[config.mk]
export PLATFORM = sky130hd
export DESIGN_NAME = tjmono2_cmd_rx
export DESIGN_NICKNAME = d
export VERILOG_FILES = /design/src/rtl/tjmono2_cmd_rx.sv
export SDC_FILE = /design/constraint.sdc
export NUM_CORES = 1
export LEC_CHECK = 0
export BUFFER_PORTS_ARGS = -buffer_cell sky130_fd_sc_hd__clkbuf_2
export CAP_MARGIN = 20
export CELL_PAD_IN_SITES_DETAIL_PLACEMENT = 0
export CELL_PAD_IN_SITES_GLOBAL_PLACEMENT = 1
export CORE_UTILIZATION = 40
export CTS_BUF_LIST = sky130_fd_sc_hd__clkbuf_2
export CTS_CLUSTER_DIAMETER = 80
export DETAILED_ROUTE_END_ITERATION = 16
export PLACE_DENSITY_LB_ADDON = 0.1
export SLEW_MARGIN = 15
export SYNTH_ARGS = -nofsm -noshare
export SYNTH_HDL_FRONTEND = slang
export SYNTH_SLANG_ARGS = --single-unit
[constraint.sdc]
create_clock -name CMD_CLK -period 3.5 [get_ports CMD_CLK]
set_input_delay 0.35 -clock CMD_CLK [delete_from_list [all_inputs] [get_ports CMD_CLK]]
set_output_delay 0.35 -clock CMD_CLK [all_outputs]
set_load 0.05 [all_outputs]
[src/rtl/tjmono2_cmd_rx.sv]
// Serial command receiver: finds 16-bit frame alignment on the sync word, locks to
// the sync cadence and decodes each data frame through the 8b->5b symbol table.
module tjmono2_cmd_rx #(
    parameter logic [15:0] SYNC_WORD     = 16'h817E,
    parameter logic [15:0] NOOP_WORD     = 16'h6969,
    parameter int          SYNC_LOCK     = 4,
    parameter int          NO_SYNC_LIMIT = 64
) (
    input  logic        CMD_CLK,
    input  logic        RESETB,
    input  logic        ENABLE,
    input  logic        CMD_SERIAL,
    output logic        LOCKED,
    output logic        FRAME_VALID,
    output logic [15:0] FRAME_RAW,
    output logic [9:0]  FRAME_DATA,
    output logic        FRAME_DATA_OK,
    output logic [15:0] SYNC_CNT,
    output logic [15:0] FRAME_CNT,
    output logic        LOCK_LOST
);

    typedef enum logic [1:0] {ST_SEARCH, ST_ALIGN, ST_LOCKED} state_t;

    typedef struct packed {
        logic [15:0] raw;
        logic [9:0]  data;
        logic        ok;
    } frame_t;

    localparam logic [3:0] LOCK_N  = 4'(SYNC_LOCK);
    localparam logic [7:0] NOSYNC_N = 8'(NO_SYNC_LIMIT);

    // {valid, symbol index}; anything outside the table yields 0 and valid=0
    function automatic logic [5:0] sym_dec(input logic [7:0] b);
        logic [5:0] r;
        r = 6'd0;
        case (b)
            8'h6A: r = {1'b1, 5'd0};
            8'h6C: r = {1'b1, 5'd1};
            8'h71: r = {1'b1, 5'd2};
            8'h72: r = {1'b1, 5'd3};
            8'h74: r = {1'b1, 5'd4};
            8'h8B: r = {1'b1, 5'd5};
            8'h8D: r = {1'b1, 5'd6};
            8'h8E: r = {1'b1, 5'd7};
            8'h93: r = {1'b1, 5'd8};
            8'h95: r = {1'b1, 5'd9};
            8'h96: r = {1'b1, 5'd10};
            8'h99: r = {1'b1, 5'd11};
            8'h9A: r = {1'b1, 5'd12};
            8'h9C: r = {1'b1, 5'd13};
            8'hA3: r = {1'b1, 5'd14};
            8'hA5: r = {1'b1, 5'd15};
            8'hA6: r = {1'b1, 5'd16};
            8'hA9: r = {1'b1, 5'd17};
            8'hAA: r = {1'b1, 5'd18};
            8'hAC: r = {1'b1, 5'd19};
            8'hB1: r = {1'b1, 5'd20};
            8'hB2: r = {1'b1, 5'd21};
            8'hB4: r = {1'b1, 5'd22};
            8'hC3: r = {1'b1, 5'd23};
            8'hC5: r = {1'b1, 5'd24};
            8'hC6: r = {1'b1, 5'd25};
            8'hC9: r = {1'b1, 5'd26};
            8'hCA: r = {1'b1, 5'd27};
            8'hCC: r = {1'b1, 5'd28};
            8'hD1: r = {1'b1, 5'd29};
            8'hD2: r = {1'b1, 5'd30};
            8'hD4: r = {1'b1, 5'd31};
            default: r = 6'd0;
        endcase
        return r;
    endfunction

    state_t      state_q, state_d;
    logic [15:0] sr_q, sr_nxt;
    logic [3:0]  bc_q, bc_d;
    logic [3:0]  run_q, run_d;
    logic [7:0]  nosync_q, nosync_d;
    logic        emit, sync_inc, lost_d;
    logic        is_sync, is_noop, boundary;
    logic [5:0]  dec_hi, dec_lo;
    frame_t      frame_d;

    assign sr_nxt   = {sr_q[14:0], CMD_SERIAL};
    assign is_sync  = (sr_nxt == SYNC_WORD);
    assign is_noop  = (sr_nxt == NOOP_WORD);
    // bc==15 means this edge shifts in the 16th bit after the previous frame
    assign boundary = (bc_q == 4'd15);
    assign LOCKED   = (state_q == ST_LOCKED);

    assign dec_hi = sym_dec(sr_nxt[15:8]);
    assign dec_lo = sym_dec(sr_nxt[7:0]);
    assign frame_d = '{raw: sr_nxt, data: {dec_hi[4:0], dec_lo[4:0]}, ok: dec_hi[5] & dec_lo[5]};

    always_comb begin
        state_d  = state_q;
        bc_d     = bc_q + 4'd1;
        run_d    = run_q;
        nosync_d = nosync_q;
        emit     = 1'b0;
        sync_inc = 1'b0;
        lost_d   = 1'b0;
        if (!ENABLE) begin
            state_d  = ST_SEARCH;
            run_d    = 4'd0;
            nosync_d = 8'd0;
            lost_d   = (state_q == ST_LOCKED);
        end else begin
            case (state_q)
                ST_SEARCH: begin
                    if (is_sync) begin
                        bc_d     = 4'd0;
                        run_d    = 4'd1;
                        nosync_d = 8'd0;
                        state_d  = (LOCK_N == 4'd1) ? ST_LOCKED : ST_ALIGN;
                    end
                end
                ST_ALIGN: begin
                    if (boundary) begin
                        if (is_sync) begin
                            run_d = run_q + 4'd1;
                            if (run_q + 4'd1 == LOCK_N) begin
                                state_d  = ST_LOCKED;
                                nosync_d = 8'd0;
                            end
                        end else begin
                            state_d = ST_SEARCH;
                            run_d   = 4'd0;
                        end
                    end
                end
                ST_LOCKED: begin
                    if (boundary) begin
                        if (is_sync) begin
                            sync_inc = 1'b1;
                            nosync_d = 8'd0;
                        end else begin
                            // a data frame on the lock-dropping boundary is still delivered
                            emit     = !is_noop;
                            nosync_d = nosync_q + 8'd1;
                            if (nosync_q + 8'd1 == NOSYNC_N) begin
                                state_d = ST_SEARCH;
                                run_d   = 4'd0;
                                lost_d  = 1'b1;
                            end
                        end
                    end
                end
                default: state_d = ST_SEARCH;
            endcase
        end
    end

    always_ff @(posedge CMD_CLK) begin
        if (!RESETB) begin
            state_q       <= ST_SEARCH;
            sr_q          <= '0;
            bc_q          <= '0;
            run_q         <= '0;
            nosync_q      <= '0;
            FRAME_VALID   <= 1'b0;
            LOCK_LOST     <= 1'b0;
            FRAME_RAW     <= '0;
            FRAME_DATA    <= '0;
            FRAME_DATA_OK <= 1'b0;
            SYNC_CNT      <= '0;
            FRAME_CNT     <= '0;
        end else begin
            state_q     <= state_d;
            sr_q        <= sr_nxt;
            bc_q        <= bc_d;
            run_q       <= run_d;
            nosync_q    <= nosync_d;
            FRAME_VALID <= emit;
            LOCK_LOST   <= lost_d;
            if (emit) begin
                FRAME_RAW     <= frame_d.raw;
                FRAME_DATA    <= frame_d.data;
                FRAME_DATA_OK <= frame_d.ok;
                FRAME_CNT     <= FRAME_CNT + 16'd1;
            end
            if (sync_inc && SYNC_CNT != 16'hFFFF)
                SYNC_CNT <= SYNC_CNT + 16'd1;
        end
    end

endmodule

==> impl_metrics.tcl, run 1 <==
set metrics [dict create \
    status "completed" \
    clock_tree.root_cell "clkbuf_2" \
    wl_um 14800 \
    synth_seq_cells 94 \
    portBuffers 65 \
    hpwl_um 10400 \
    p_leak_nw 2.11 \
    clock_latency_ns 0.60 \
    synth.area.top_cells "dfxtp_1 (35%), a21oi_1 (5.6%), nand2_1 (5.2%)" \
    hp-class "in2reg" \
    stdcell_area_um2 6070 \
    timing.fmax_mhz 363 \
    post-cts-setup-buffers 0 \
    cts.sinks 94 \
    tightest_slew_ns 0.952 \
    finalPower_mw 1.78 \
    cp_max_fo 13 \
    avgSynthCellArea_um2 7.89 \
    yosysTopAreaCell "dfxtp_1" \
    io_pins 66 \
    grt_pass1_vias 4788 \
    num_rows 42 \
    drt_iter0_drc 376 \
    setup_viol_count_final 0 \
    antenna_found_initial 0 \
    vias_per_cell 5.64 \
    holdWs_ns 0.219 \
    synth_edf_count 0 \
    worst_ir_drop_vdd_mv 0.131 \
    clock_path_buffers 2 \
    hold_violations 0 \
    endpoint_kind "flop" \
    h-tree-depth 3 \
    num_antenna_cells 0 \
    drtPass1Iterations 4 \
    die_w_um 119 \
    synth_top_family_by_area "simple AND/OR/NAND/NOR gates" \
    fin_nets 752 \
    gp_congestion 0.939 \
    yosysWarningCount 0 \
    slew_viol_final 0 \
    place.detailed.instances 902 \
    r2r_slack_ns 0.74 \
    synth_mux_area_share_pct 1.10 \
    critical_path_arrival_ns 3.28 \
    place_area_um2 5910 \
    layout_common_cells "dfxtp_1 (94), nand2_1 (75), clkbuf_2 (75)" \
    cap_violations 0 \
    hold_depth 4 \
    antenna_left 0 \
    cts-resized-gates 0 \
    vias 5189 \
    grtUsageTotal_pct 21.3 \
    synth_compound_area_share_pct 18.3 \
    fin_crit_sh_pct 78.7 \
    syn-num-nets 704 \
    cts_tree "built" \
    clk_pin_slew_ns 0.27 \
    grt_pass1_wl_um 24400 \
    core-area_um2 13200 \
    clock_skew_ns 0.0275 \
    yosys.area.top_type_share_pct 34.5 \
    worstPathRequired_ns 4.02 \
    synth-simple-area-share_pct 32.8 \
    synth_xor_area_share_pct 6.29 \
    synthCells 691 \
    finalNonFillerCells 920 \
    wl_per_cell_um 16.1 \
    fin_setup_tns_ns 0 \
    reg2reg_from "sr_q[6]" \
    power_density_nw_per_um2 293 \
    area_delta_synth_final_pct 11.3 \
    final_common_cell "dfxtp_1" \
    drcViolationCount 0 \
    die_y_um 119 \
    synthAdderAreaFrac_pct 2.07 \
    hold_buffers 1 \
    crit_type "reg2reg" \
    maxSlewHeadroom_pct 36.4 \
    die-area_um2 14100 \
    ff2ff_path_depth 6 \
    min_period_ns 2.76 \
    start_kind "flop" \
    rsz0062_at_grt "no" \
    synth_ff_type "dfxtp_1" \
    synthArstFlopShare_pct 0 \
    n_fill_cell 1365 \
    grt_start_max_net_pins 54 \
    holdCritStartpoint "CMD_SERIAL" \
    drive_above_1_share_pct 15.3 \
    initial_core_util_pct 41.1 \
    hold_path_end "FRAME_RAW[0]" \
    netlist_area_um2 5450 \
    yosysSeqAreaShare_pct 34.5 \
    r2r_end "SYNC_CNT[8]" \
    overflow 0 \
    numCtsBuffers 9 \
    synth_cell_types 75 \
]
==> sequential cells by signal, indices dropped and copies added (netlist names) <==
register / count
bc_q: 4
sr_q: 15
SYNC_CNT: 16
state_q: 2
FRAME_DATA_OK: 1
LOCK_LOST: 1
FRAME_CNT: 16
FRAME_RAW: 16
run_q: 4
nosync_q: 8
FRAME_VALID: 1
FRAME_DATA: 10
==> kinds of logic (layout without fill, tap and decap cells) <==
family | after synthesis | after routing
buffers and inverters | 63 | 116
flip-flops | 94 | 94
AO/OA/AOI/OAI | 159 | 159
adder cells (fa/ha/maj) | 9 | 9
XOR/XNOR | 37 | 37
multiplexers | 6 | 6
AND/OR/NAND/NOR | 323 | 323
==> layout make-up <==
| cell class | count | area [um2] | area share (%) |
|---|---|---|---|
| Sequential cell | 94 | 1880 | 31.0 |
| Timing Repair Buffer | 82 | 459 | 7.57 |
| Multi-Input combinational cell | 534 | 3300 | 54.4 |
| Clock buffer | 10 | 50.0 | 0.825 |
| Tap cell | 176 | 220 | 3.63 |
| Inverter | 18 | 67.6 | 1.11 |
| Clock inverter | 6 | 86.3 | 1.42 |
==> synth_stat cells, types with 3 or more instances <==
cell / count
buf_2: 6
o22ai_1: 3
o31ai_1: 6
nor3_1: 20
ha_1: 9
and3_1: 8
mux2i_1: 6
xnor2_1: 29
dfxtp_1: 94
nor3b_1: 7
nor2b_1: 13
and2_1: 13
o21ai_0: 17
and3b_1: 3
a21oi_1: 61
or3_1: 7
nor4_1: 12
a22oi_1: 4
inv_1: 17
o41ai_1: 3
nand3_1: 25
a211oi_1: 7
nand3b_1: 8
or3b_1: 6
buf_1: 5
o32ai_1: 5
a31oi_1: 14
xor2_1: 7
nor4b_1: 5
nor2_1: 62
clkbuf_1: 31
nand2_1: 75
o21ai_1: 14
nor4bb_1: 3
nand4bb_1: 3
nand4b_1: 3
or4_1: 5
and4_1: 4
buf_6: 3
nand4_1: 11
nand2b_1: 15
a2bb2oi_1: 3
==> how the worst max path moves through the flow <==
stage | startpoint | to | cells after the start
4_1_cts | sr_q[1] | FRAME_DATA[5] | 7
3_5_place_dp | sr_q[1] | FRAME_DATA[5] | 7
2_1_floorplan | state_q[0] | FRAME_CNT[14] | 8
5_1_grt | sr_q[13] | FRAME_CNT[15] | 6
3_3_place_gp | sr_q[1] | FRAME_DATA[5] | 7
6_report | sr_q[6] | SYNC_CNT[8] | 6
==> per-layer routing <==
metal,track usage [%],wire (um),up-vias
li1,-,-,2593
met1,29.6,7160,2432
met4,7.75,213,0
met2,33.4,6710,149
met3,2.75,688,15
met5,0,0,-
==> power breakdown <==
group,internal [mW],switching [mW],total (mW)
clock,0.237,0.385,0.623
sequential,1.08,0.00610,1.09
combinational,0.0205,0.0492,0.0698
==> per-stage QoR <==
step	setup WS, ns	util, %
6_report	0.745	45.8
5_1_grt	0.553	45.8
4_1_cts	0.766	45.7
3_5_place_dp	0.796	44.6
3_3_place_gp	0.841	44.6
2_1_floorplan	1.14	-
==> critical path: stages, from the launching register on <==
cell and delay (ns):
dfxtp_1 0.48, nor4bb_1 0.55, nand4_1 0.36, nand4bb_1 0.48
or2_1 0.36, or3_1 0.32, a21oi_1 0.14
Note: power is estimated with default switching activity, not from simulation.
==> run 2, diff against run 1 <==
--- a/config.mk
+++ b/config.mk
@@ -5,11 +5,12 @@
 export SDC_FILE = /design/constraint.sdc
 export NUM_CORES = 1
 export LEC_CHECK = 0
+export ABC_AREA = 1
 export BUFFER_PORTS_ARGS = -buffer_cell sky130_fd_sc_hd__clkbuf_2
 export CAP_MARGIN = 20
 export CELL_PAD_IN_SITES_DETAIL_PLACEMENT = 0
 export CELL_PAD_IN_SITES_GLOBAL_PLACEMENT = 1
-export CORE_UTILIZATION = 40
+export CORE_UTILIZATION = 38
 export CTS_BUF_LIST = sky130_fd_sc_hd__clkbuf_2
 export CTS_CLUSTER_DIAMETER = 80
 export DETAILED_ROUTE_END_ITERATION = 16
==> constraint.sdc (replaced) <==
create_clock -name CMD_CLK -period 2.2 [get_ports CMD_CLK]
set_input_delay 0.22 -clock CMD_CLK [delete_from_list [all_inputs] [get_ports CMD_CLK]]
set_output_delay 0.22 -clock CMD_CLK [all_outputs]
set_load 0.05 [all_outputs]
==> impl_metrics.tcl, run 2 <==
set metrics [dict create \
    antenna_found_initial 1 \
    grt_pass1_wl_um 22900 \
    synthArstFlopShare_pct 0 \
    synth_ff_type "dfxtp_1" \
    worst_ir_drop_vdd_mv 0.230 \
    die_w_um 119 \
    drt_iter0_drc 394 \
    synth_cell_types 39 \
    synth_top_family_by_area "simple AND/OR/NAND/NOR gates" \
    power_density_nw_per_um2 452 \
    holdCritStartpoint "CMD_SERIAL" \
    fin_nets 893 \
    synth_compound_area_share_pct 12.3 \
    area_delta_synth_final_pct 13.1 \
    netlist_area_um2 5180 \
    synth.area.top_cells "dfxtp_1 (36%), nand2_1 (16%), nor2_1 (7.8%)" \
    critPathBufInv 3 \
    yosysSeqAreaShare_pct 36.3 \
    layout_common_cells "nand2_1 (221), nor2_1 (106), inv_1 (95)" \
    slew_viol_final 0 \
    top_usage_layer "met2" \
    start_kind "flop" \
    fin_crit_sh_pct 90.5 \
    rsz0062_at_grt "no" \
    path_cells "inv_1 > ha_1 > buf_4 > clkbuf_2" \
    wl_um 13700 \
    clk_pin_slew_ns 0.25 \
    grt_util_met2_pct 32.0 \
    synth-simple-area-share_pct 37.3 \
    path_delay_family "buffers and inverters" \
    vias_per_cell 4.95 \
    synth.most_common_cell "nand2_1" \
    vias 5261 \
    gr-usage-met1_pct 27.5 \
    top_regs "FRAME_CNT x16, FRAME_RAW x16, SYNC_CNT x16" \
    drive_above_1_share_pct 12.9 \
    hold_violations 0 \
    cts.sinks 94 \
    grtUsageTotal_pct 20.3 \
    cts_tree "built" \
    num_rows 42 \
    timing.fmax_mhz 502 \
    grt_start_max_net_pins 38 \
    gp_congestion 0.910 \
    ff2ff_path_depth 11 \
    hold_depth 4 \
    hp-class "in2reg" \
    place.detailed.instances 1042 \
    core-area_um2 13200 \
    crit_type "reg2out" \
    reg2reg_from "sr_q[0]" \
    critical_path_arrival_ns 1.77 \
    initial_core_util_pct 39.1 \
    io_pins 66 \
    endpoint_kind "output pin" \
    clock_latency_ns 0.60 \
    path_depth 4 \
    status "completed" \
    slowest_delay_ns 0.45 \
    drcViolationCount 0 \
    synth_xor_area_share_pct 2.71 \
    clock_tree.root_cell "clkbuf_2" \
    post-cts-setup-buffers 0 \
    setup_viol_count_final 0 \
    fin_setup_tns_ns 0 \
    finalPower_mw 2.65 \
    final_common_cell "nand2_1" \
    finalNonFillerCells 1062 \
    hold_path_end "sr_q[0]" \
    die_y_um 119 \
    yosysTopAreaCell "dfxtp_1" \
    p_leak_nw 2.67 \
    synth_seq_cells 94 \
    avgSynthCellArea_um2 6.42 \
    min_period_ns 1.99 \
    synth_mux_area_share_pct 0 \
    synthCells 807 \
    die-area_um2 14100 \
    tightest_slew_ns 0.511 \
    synth_edf_count 0 \
    maxSlewHeadroom_pct 65.7 \
    yosys.area.top_type_share_pct 36.3 \
    overflow 0 \
    yosysWarningCount 0 \
    clock_path_buffers 2 \
    h-tree-depth 3 \
    worstPathRequired_ns 1.98 \
    cap_violations 0 \
    cp_max_fo 6 \
    wl_per_cell_um 12.9 \
    synth_common_cells "nand2_1 (221), nor2_1 (107), inv_1 (95)" \
    numCtsBuffers 9 \
    r2r_end "nosync_q[5]" \
    slowest_stage "dfxtp_1" \
    grt_pass1_vias 4873 \
    r2r_slack_ns 0.23 \
    syn-num-nets 820 \
    portBuffers 65 \
    grtUsageMet3_pct 3.19 \
    drtPass1Iterations 5 \
    hpwl_um 10700 \
    clock_skew_ns 0.0364 \
    antenna_left 0 \
    synthAdderAreaFrac_pct 2.17 \
]
==> run 2: cell types whose count changed after synthesis, moves of 13 or more <==
cell and change:
inv_1 +78, xnor2_1 -23, clkbuf_1 -22, nor2_1 +45
nand2_1 +146, nand3_1 +27, o21ai_0 +30, nor2b_1 -13
nand2b_1 -15
==> run 2: area by class of cell <==
cell class                 instances  area, um2
timing repair buffer              81        453
tap                              176        220
antenna                            1       2.50
multi-input combinational        595       2830
fill                            1466       7390
inverter                          99        373
sequential                        94       1880
clock buffer                       9       45.0
clock inverter                     7       55.1
==> run 2: worst max-delay path by stage <==
stage | from | to
after floorplan | state_q[0] | FRAME_DATA[8]
after global placement | CMD_SERIAL | SYNC_CNT[10]
after detailed placement | CMD_SERIAL | SYNC_CNT[10]
after CTS | state_q[0] | LOCKED
after global routing | state_q[0] | FRAME_DATA_OK
final | state_q[0] | LOCKED
==> run 2: metal layers <==
layer,routed length [um],up-vias,share of wire [%]
met2,6080,118,44
li1,-,2740,-
met1,6800,2385,50
met5,0,-,0
met3,574,18,4.2
met4,238,0,1.7
==> run 2: repair_timing <==
item / 4_1_cts / 5_1_grt
endpoints found under the setup margin: 0 / 1
resized for setup: 0 / 1
endpoints found under the hold margin: 7 / 0
hold buffers: 3 / 0
==> run 2: kinds of logic (layout without fill, tap and decap cells) <==
| group | count (synthesis) | after routing |
|---|---|---|
| other cells | 0 | 1 |
| simple gates | 450 | 450 |
| xor+xnor | 16 | 16 |
| compound gates | 120 | 120 |
| fa+ha+maj | 9 | 9 |
| buf+inv | 118 | 196 |
| flops | 94 | 94 |
==> run 2: report_power, final <==
| part | internal (mW) | switching (mW) | total, mW |
|---|---|---|---|
| Combinational | 0.0262 | 0.0634 | 0.0897 |
| Sequential | 1.72 | 0.00744 | 1.72 |
| Clock | 0.244 | 0.593 | 0.837 |
==> run 2: worst reg2reg max path: stages (launching register included) <==
cell and delay, ns:
dfxtp_1 0.48, inv_2 0.09, nor2_4 0.11, nand2_1 0.11
nor2_4 0.17, nand2_4 0.12, clkinv_2 0.12, nand2_2 0.08
a21oi_4 0.27, inv_1 0.16, nand2_1 0.08, a21oi_1 0.06
==> run 2: per-stage QoR <==
step                      util, %  hold slack [ns]  cell area [um2]  setup slack [ns]
after detailed placement     43.2            0.448             5720             0.230
final                        44.2            0.408             5860             0.209
after global placement       43.2            0.427             5720             0.262
after global routing         44.2            0.405             5860            0.0214
after CTS                    44.2            0.361             5850             0.153
after floorplan                 -            0.311             5180            0.0874
==> run 3, diff against run 2 <==
--- a/config.mk
+++ b/config.mk
@@ -14,7 +14,8 @@
 export CTS_BUF_LIST = sky130_fd_sc_hd__clkbuf_2
 export CTS_CLUSTER_DIAMETER = 80
 export DETAILED_ROUTE_END_ITERATION = 16
-export PLACE_DENSITY_LB_ADDON = 0.1
+export PLACE_DENSITY = 0.78
+export REMOVE_ABC_BUFFERS = 1
 export SLEW_MARGIN = 15
 export SYNTH_ARGS = -nofsm -noshare
 export SYNTH_HDL_FRONTEND = slang
==> impl_metrics.tcl, run 3 (synthesis gave the netlist of run 2 again) <==
set metrics [dict create \
    status "completed" \
    worst_ir_drop_vdd_mv 0.298 \
    hold_depth 4 \
    wl_um 13200 \
    ff2ff_path_depth 10 \
    place_area_um2 5720 \
    fin_nets 889 \
    cap_violations 0 \
    antenna_left 0 \
    wl_per_cell_um 12.5 \
    power_density_nw_per_um2 472 \
    grtUsageTotal_pct 19.6 \
    clk_pin_slew_ns 0.27 \
    final_util_pct 44.5 \
    antenna_found_initial 1 \
    stdcell_area_um2 5890 \
    rsz0062_at_grt "no" \
    h-tree-depth 3 \
    start_kind "flop" \
    clock_skew_ns 0.0357 \
    fin_setup_tns_ns 0 \
    grt_pass1_wl_um 22300 \
    timing.fmax_mhz 500 \
    clock_tree.root_cell "clkbuf_2" \
    die-area_um2 14100 \
    num_rows 42 \
    drcViolationCount 0 \
    grt_start_max_net_pins 34 \
    cts_tree "built" \
    p_leak_nw 2.68 \
    hpwl_um 10200 \
    endpoint_kind "flop" \
    cts-resized-gates 0 \
    top_regs "FRAME_CNT x16, FRAME_RAW x16, SYNC_CNT x16" \
    critical_path_arrival_ns 2.49 \
    crit_type "reg2reg" \
    setup_viol_count_final 0 \
    portBuffers 65 \
    path_cells "nor2_2 > nand2_1 > nor2_2 > nand2_4 > clkinv_2 > nand2_2 > a21oi_4 > inv_1 > nand2_1 > a21oi_1" \
    finalNonFillerCells 1058 \
    hold_violations 0 \
    vias 5207 \
    grt_pass1_vias 4713 \
    min_period_ns 2.00 \
    slew_viol_final 0 \
    cp_max_fo 11 \
    io_pins 66 \
    setup_slack_ns 0.198 \
    cts.sinks 94 \
    die_w_um 119 \
    dp_slack_ns 0.266 \
    vias_per_cell 4.92 \
    slowest_stage "dfxtp_1" \
    holdWs_ns 0.105 \
    clock_latency_ns 0.61 \
    drtPass1Iterations 5 \
    hp-class "in2reg" \
    layout_common_cells "nand2_1 (221), nor2_1 (107), inv_1 (95)" \
    maxSlewHeadroom_pct 59.2 \
    drive_above_1_share_pct 12.8 \
    gp_congestion 0.964 \
    slowest_delay_ns 0.43 \
    area_delta_synth_final_pct 13.7 \
    die_y_um 119 \
    finalPower_mw 2.78 \
    place.detailed.instances 1037 \
    tightest_slew_ns 0.611 \
    overflow 0 \
    clock_path_buffers 2 \
    initial_core_util_pct 39.1 \
    numCtsBuffers 9 \
    core-area_um2 13200 \
    worstPathRequired_ns 2.69 \
    drt_iter0_drc 322 \
    fin_crit_sh_pct 91.0 \
    final_common_cell "nand2_1" \
]
==> run 3: power breakdown <==
part | switching, mW | total (mW) | internal, mW | leakage (nW)
Clock | 0.594 | 0.972 | 0.378 | 0.0834
Sequential | 0.00671 | 1.72 | 1.72 | 0.758
Combinational | 0.0631 | 0.0870 | 0.0238 | 1.84
Total | 0.664 | 2.78 | 2.12 | 2.68
==> run 3: worst paths after layout <==
check        startpoint  slack, ns           to
min              RESETB       0.11      sr_q[2]
max reg2reg    sr_q[10]       0.20  nosync_q[4]
min reg2reg     bc_q[0]       0.47      bc_q[0]
max            sr_q[10]       0.20  nosync_q[4]
==> run 3: per-layer routing <==
layer  part of all wire (%)  wire, um  GRT usage (%)  up-vias
met5                      0         0              0        -
met4                    1.6       218           7.59        0
met3                    3.7       492           3.14       17
met2                     46      6040           32.2      115
met1                     49      6480           25.5     2353
li1                       -         -              -     2722
==> run 3: worst max-delay path, delay by kind of cell, from the launching register on <==
kind | cells | cell delay [ns]
simple gates | 6 | 0.83
flops | 1 | 0.43
compound gates | 2 | 0.33
buf+inv | 2 | 0.28
==> run 3: cell type report <==
type                            instances  area, um2
Multi-Input combinational cell        595       2820
Inverter                               99        373
Sequential cell                        94       1880
Clock buffer                           11       55.1
Tap cell                              176        220
Timing Repair Buffer                   77        458
Clock inverter                          5       73.8
Fill cell                            1416       7350
Antenna cell                            1       2.50
==> run 3: timing repair <==
| item | CTS | global route |
|---|---|---|
| setup endpoints to repair | 0 | 1 |
| setup buffers | 0 | 2 |
| endpoints found under the hold margin | 5 | 0 |
| hold buffers | 2 | 0 |
